## src/rtl/hex_text_fmt_if.sv

```systemverilog
// Handshake bundle between the word source, hex_text_fmt and the UART text sender.
interface hex_text_fmt_if #(
  parameter int DIGITS = 4
);
  localparam int TEXT_LEN = DIGITS + 4;

  logic                    in_valid;
  logic [4*DIGITS-1:0]     in_data;
  logic                    in_ready;
  logic                    text_req;
  logic                    text_ack;
  logic                    text_busy;
  logic [8*TEXT_LEN-1:0]   debug_text;
  logic [7:0]              drop_cnt;

  modport master (
    output in_valid, in_data, text_ack, text_busy,
    input  in_ready, text_req, debug_text, drop_cnt
  );

  modport slave (
    input  in_valid, in_data, text_ack, text_busy,
    output in_ready, text_req, debug_text, drop_cnt
  );
endinterface

```

## src/rtl/hex_text_fmt.sv

```systemverilog
// Buffers binary words in a small FIFO and renders each as "<PREFIX>:<hex>\r\n"
// on a flat text bus, handed to the UART sender via req/ack/busy.
module hex_text_fmt #(
  parameter int          DIGITS     = 4,
  parameter logic [7:0]  PREFIX     = 8'h4B,
  parameter int          FIFO_DEPTH = 4
) (
  input  logic          clk,
  input  logic          reset,
  hex_text_fmt_if.slave bus
);
  localparam int W        = 4 * DIGITS;
  localparam int TEXT_LEN = DIGITS + 4;
  localparam int AW       = $clog2(FIFO_DEPTH);
  localparam int IW       = $clog2(DIGITS) + 1;

  typedef enum logic [1:0] {
    S_IDLE,
    S_CONV,
    S_REQ,
    S_WAIT
  } state_t;

  logic [W-1:0]          mem_q [FIFO_DEPTH];
  logic [AW-1:0]         wr_ptr_q, rd_ptr_q;
  logic [AW:0]           count_q, count_d;
  logic [7:0]            drop_q;
  logic                  full, empty, push, pop;

  state_t                state_q;
  logic [W-1:0]          shift_q;
  logic [IW-1:0]         idx_q;
  logic [8*TEXT_LEN-1:0] text_q;
  logic                  req_q;
  logic [3:0]            nib;
  logic [7:0]            hex_ch;

  assign full  = (count_q == (AW+1)'(FIFO_DEPTH));
  assign empty = (count_q == '0);
  assign push  = bus.in_valid && !full;
  assign pop   = (state_q == S_IDLE) && !empty && !bus.text_busy;

  assign bus.in_ready   = !full;
  assign bus.text_req   = req_q;
  assign bus.debug_text = text_q;
  assign bus.drop_cnt   = drop_q;

  always_comb begin
    count_d = count_q;
    case ({push, pop})
      2'b10:   count_d = count_q + (AW+1)'(1);
      2'b01:   count_d = count_q - (AW+1)'(1);
      default: count_d = count_q;
    endcase
  end

  // Storage needs no reset: occupancy alone decides what is valid.
  always_ff @(posedge clk) begin
    if (push) mem_q[wr_ptr_q] <= bus.in_data;
  end

  always_ff @(posedge clk) begin
    if (reset) begin
      wr_ptr_q <= '0;
      rd_ptr_q <= '0;
      count_q  <= '0;
      drop_q   <= '0;
    end else begin
      count_q <= count_d;
      if (push) wr_ptr_q <= wr_ptr_q + AW'(1);
      if (pop)  rd_ptr_q <= rd_ptr_q + AW'(1);
      if (bus.in_valid && full && (drop_q != 8'hFF)) drop_q <= drop_q + 8'd1;
    end
  end

  assign nib = shift_q[W-1 -: 4];

  always_comb begin
    hex_ch = (nib < 4'd10) ? (8'h30 + {4'h0, nib}) : (8'h37 + {4'h0, nib});
  end

  always_ff @(posedge clk) begin
    if (reset) begin
      state_q <= S_IDLE;
      shift_q <= '0;
      idx_q   <= '0;
      text_q  <= '0;
      req_q   <= 1'b0;
    end else begin
      case (state_q)
        S_IDLE: begin
          if (pop) begin
            shift_q                     <= mem_q[rd_ptr_q];
            text_q[8*TEXT_LEN-1 -: 16]  <= {PREFIX, 8'h3A};
            text_q[15:0]                <= 16'h0D0A;
            idx_q                       <= '0;
            state_q                     <= S_CONV;
          end
        end
        S_CONV: begin
          // Digit k lands in character 2+k, counted from the MS byte.
          for (int unsigned k = 0; k < DIGITS; k++) begin
            if (idx_q == IW'(k)) text_q[8*(TEXT_LEN-3-k) +: 8] <= hex_ch;
          end
          shift_q <= shift_q << 4;
          idx_q   <= idx_q + IW'(1);
          if (idx_q == IW'(DIGITS-1)) begin
            req_q   <= 1'b1;
            state_q <= S_REQ;
          end
        end
        S_REQ: begin
          if (bus.text_ack) begin
            req_q   <= 1'b0;
            state_q <= S_WAIT;
          end
        end
        S_WAIT: begin
          if (!bus.text_busy) state_q <= S_IDLE;
        end
        default: state_q <= S_IDLE;
      endcase
    end
  end
endmodule

```

## src/flat_wrapper.sv

```systemverilog
// flat-port wrapper written by rule: the top's interface ports become plain ports
module hex_text_fmt_flat 
#(
  parameter int          DIGITS     = 4,
  parameter logic [7:0]  PREFIX     = 8'h4B,
  parameter int          FIFO_DEPTH = 4
)
  (clk, reset, bus_in_valid, bus_in_data, bus_text_ack, bus_text_busy, bus_in_ready, bus_text_req, bus_debug_text, bus_drop_cnt);
  hex_text_fmt_if #(.DIGITS(DIGITS)) bus_i ();
  input  logic clk;
  input  logic reset;
  input wire logic [$bits(bus_i.in_valid)-1:0] bus_in_valid;
  input wire logic [$bits(bus_i.in_data)-1:0] bus_in_data;
  input wire logic [$bits(bus_i.text_ack)-1:0] bus_text_ack;
  input wire logic [$bits(bus_i.text_busy)-1:0] bus_text_busy;
  output wire logic [$bits(bus_i.in_ready)-1:0] bus_in_ready;
  output wire logic [$bits(bus_i.text_req)-1:0] bus_text_req;
  output wire logic [$bits(bus_i.debug_text)-1:0] bus_debug_text;
  output wire logic [$bits(bus_i.drop_cnt)-1:0] bus_drop_cnt;
  assign bus_i.in_valid = bus_in_valid;
  assign bus_i.in_data = bus_in_data;
  assign bus_i.text_ack = bus_text_ack;
  assign bus_i.text_busy = bus_text_busy;
  assign bus_in_ready = bus_i.in_ready;
  assign bus_text_req = bus_i.text_req;
  assign bus_debug_text = bus_i.debug_text;
  assign bus_drop_cnt = bus_i.drop_cnt;
  hex_text_fmt #(.DIGITS(DIGITS), .PREFIX(PREFIX), .FIFO_DEPTH(FIFO_DEPTH)) u_core (.clk(clk), .reset(reset), .bus(bus_i));
endmodule
```

## config.mk

```make
export PLATFORM = sky130hd
export DESIGN_NAME = hex_text_fmt_flat
export DESIGN_NICKNAME = d
export VERILOG_FILES = /design/src/rtl/hex_text_fmt_if.sv /design/src/rtl/hex_text_fmt.sv /design/src/flat_wrapper.sv
export SDC_FILE = /design/constraint.sdc
export NUM_CORES = 1
export LEC_CHECK = 0
export BUFFER_PORTS_ARGS = -buffer_cell sky130_fd_sc_hd__buf_2
export CAP_MARGIN = 10
export CORE_ASPECT_RATIO = 1.75
export CORE_MARGIN = 2
export CORE_UTILIZATION = 45
export DETAILED_ROUTE_END_ITERATION = 12
export GPL_ROUTABILITY_DRIVEN = 0
export PLACE_DENSITY = 0.74
export SYNTH_ARGS = -nofsm -noshare
export SYNTH_HDL_FRONTEND = slang
export SYNTH_SLANG_ARGS = --single-unit
```

## constraint.sdc

```tcl
create_clock -name clk -period 2.6 [get_ports clk]
set_input_delay 0.52 -clock clk [delete_from_list [all_inputs] [get_ports clk]]
set_output_delay 0.52 -clock clk [all_outputs]
set_load 0.02 [all_outputs]
```

==> impl_metrics.json <==
{
  "ios": 95,
  "cts_resized": 0,
  "nets": 588,
  "htreeDepth": 4,
  "cp_common_cell": "inv_1",
  "rsz0062_at_grt": "no",
  "cp_max_fo": 6,
  "die-area_sq_um": 13600,
  "wl_mm": 10.8,
  "fmax_ghz": 0.413,
  "finalSetupViolCount": 0,
  "synth_cell_types": 53,
  "cts_tree": "yes",
  "final_max_slew_viol_count": 0,
  "peakVddDrop_mv": 0.529,
  "routedWlPerCell_microns": 14.8,
  "route.detailed.drc": 0,
  "synthCells": 484,
  "synthMuxAreaShare_pct": 6.16,
  "grt_pass1_vias": 3605,
  "ys_top_cells_by_area": "edfxtp_1, dfxtp_1, buf_4, mux2i_1, ha_1",
  "synth_area_leader_cell": "edfxtp_1",
  "tns_ps": 0,
  "dr_total_vias": 3704,
  "stdcell_area_sq_um": 6570,
  "core-area_sq_um": 12400,
  "drive_gt1_share_pct": 24.2,
  "dp.cells": 698,
  "power.density_nw_per_um2": 1020,
  "synth-async-reset-ratio_pct": 0,
  "fin_skew_ps": 11.2,
  "p_comb_share_pct": 27.9,
  "area_delta_synth_final_pct": 15.4,
  "row_count": 54,
  "crit_chain": "or3b_1, and2_1, inv_1, ha_1, inv_1, fa_1, xor2_1, or3_1, a21oi_1",
  "postCtsHoldBufs": 0,
  "netlist.area_leader.share_pct": 33.8,
  "cp_slowest_cell": "or3b_1",
  "postCtsSetupBuffers": 0,
  "leakage_nw": 2.52,
  "intPower_w": 0.00446,
  "max_stage_delay_ps": 430,
  "fin_crit_sh_pct": 93.1,
  "status": "finished clean",
  "synth_flop_cell": "dfxtp_1",
  "first_iter_violations": 204,
  "antenna_found_initial": 0,
  "worst_pin_slew_ps": 733,
  "diodes": 0,
  "syn_area_per_cell_sq_um": 11.8,
  "yosysSeqAreaShare_pct": 57.7,
  "swShare_pct": 33.6,
  "die_w_microns": 89.0,
  "synth_edf_count": 64,
  "hold_path_class": "input port to flip-flop",
  "via_per_inst": 5.07,
  "p_seq_share_pct": 39.4,
  "hold_violations": 0,
  "placed_area_sq_um": 6010,
  "yosysMostFrequentCell": "dfxtp_1",
  "first_pass_iters": 4,
  "globalRouteOverflowTotal": 0,
  "endpoint_kind": "flip-flop",
  "synthTopCellsByCount": "dfxtp_1, edfxtp_1, nor2_1",
  "netlist_area_sq_um": 5690,
  "pwr-share-clk_pct": 32.7,
  "path_class": "flip-flop to flip-flop",
  "synth-seq-cells": 132,
  "critPathLaunchType": "flip-flop",
  "cp_data_required_time_ps": 2950,
  "synthSimpleGateAreaFrac_pct": 12.1,
  "synth_warnings": 0,
  "grt_pass1_wl_mm": 17.2,
  "synth-compound-area-share_pct": 10.4,
  "clockBufferDepth": 2,
  "synth-xor-area-share_pct": 1.39,
  "synthAdderAreaFrac_pct": 4.09,
  "grt_usage_pct": 16.6,
  "synth_top_family_by_area": "simple AND/OR/NAND/NOR gates",
  "clockRootBuffer": "clkbuf_16",
  "start_util_pct": 45.8,
  "switching_power_w": 0.00226,
  "hpwl_mm": 7.63,
  "design_power_total_w": 0.00672,
  "arrival_ps": 2770,
  "cts.sinks": 132,
  "die_h_microns": 153,
  "cts_buffers": 17,
  "portBuffers": 71,
  "postRouteAntennaNets": 0,
  "max_cap_viol_count": 0,
  "min_period_ps": 2420,
  "grt_max_degree": 29,
  "clk_pin_slew_ps": 60,
  "clock_latency_ps": 420,
  "stdcell_count": 730,
  "nFillCells": 1084,
  "relSlewSlack_pct": 50.6
}
cell type report:
| class | count | area (sq um) | area share (%) |
|---|---|---|---|
| tap | 168 | 210 | 3.20 |
| clock buffer | 17 | 425 | 6.48 |
| multi-input combinational | 302 | 2030 | 30.9 |
| inverter | 15 | 56.3 | 0.858 |
| timing repair buffer | 81 | 430 | 6.56 |
| clock inverter | 15 | 130 | 1.98 |
| sequential | 132 | 3280 | 50.0 |
sequential cells by signal, summed over array words and instances (netlist names), named ones only:
name and cells:
u_core.mem_q 64, u_core.bus.debug_text 29, u_core.shift_q 16, u_core.bus.drop_cnt 8, u_core.count_q 3, u_core.idx_q 3, u_core.rd_ptr_q 2, u_core.state_q 2
u_core.wr_ptr_q 2, u_core.bus.text_req 1
through the flow:
step	hold slack [ps]	setup WS, ps	utilization, %
after floorplan	455	230	-
after global placement	442	296	48.3
after detailed placement	452	205	48.3
after CTS	300	175	52.8
after global routing	314	44.4	52.8
final	313	178	52.8
cell usage in the layout (no fill, tap or decap), types with 10 or more instances in the layout:
| cell | synthesis | final |
|---|---|---|
| ha_1 | 17 | 17 |
| clkbuf_16 | 0 | 17 |
| inv_1 | 15 | 15 |
| buf_4 | 36 | 10 |
| nand2_1 | 37 | 37 |
| o21ai_0 | 11 | 11 |
| mux2i_1 | 26 | 26 |
| edfxtp_1 | 64 | 64 |
| a21oi_1 | 24 | 24 |
| nor2_1 | 47 | 47 |
| buf_2 | 8 | 71 |
| dfxtp_1 | 68 | 68 |
| a211oi_1 | 21 | 21 |
| o22ai_1 | 12 | 12 |
| conb_1 | 1 | 23 |
| nor3_2 | 10 | 10 |
worst max-delay path: cells and delay by family (launching register included):
kind / cells / cell delay, ps
simple gates: 3 / 980
xor+xnor: 1 / 160
buf+inv: 2 / 140
compound gates: 1 / 140
flops: 1 / 400
fa+ha+maj: 2 / 540
path summary, 6_finish.rpt:
kind	slack [ps]	endpoint	start	cells past startpoint
max	180	u_core.count_q[2]	u_core.count_q[2]	9
min	310	u_core.mem_q[1][10]	bus_in_data[10]	1
max reg2reg	180	u_core.count_q[2]	u_core.count_q[2]	9
min reg2reg	460	u_core.bus.debug_text[33]	u_core.bus.debug_text[33]	2
cells by family (layout without fill, tap and decap cells):
group | Yosys count | in the layout
other | 1 | 23
multiplexers | 30 | 30
buffers and inverters | 72 | 128
flip-flops | 132 | 132
AND/OR/NAND/NOR | 133 | 133
AO/OA/AOI/OAI | 89 | 89
adder cells (fa/ha/maj) | 18 | 18
XOR/XNOR | 9 | 9
per-layer routing:
metal | global-route usage, % | wire length (microns) | up-vias
met5 | 0 | 0 | -
met4 | 8.32 | 255 | 0
met3 | 4.12 | 388 | 16
met2 | 30.3 | 6100 | 91
met1 | 16.7 | 4090 | 1778
li1 | - | - | 1819
power groups by stage:
stage	Combinational [W]	Sequential, W	Clock (W)
3_5_place_dp	0.00187	0.00269	0
3_3_place_gp	0.00183	0.00267	0
6_report	0.00187	0.00265	0.00220
4_1_cts	0.00189	0.00265	0.00224
5_1_grt	0.00209	0.00269	0.00231
2_1_floorplan	0.00162	0.00268	0
No activity file was read; power rests on OpenSTA's default activity.
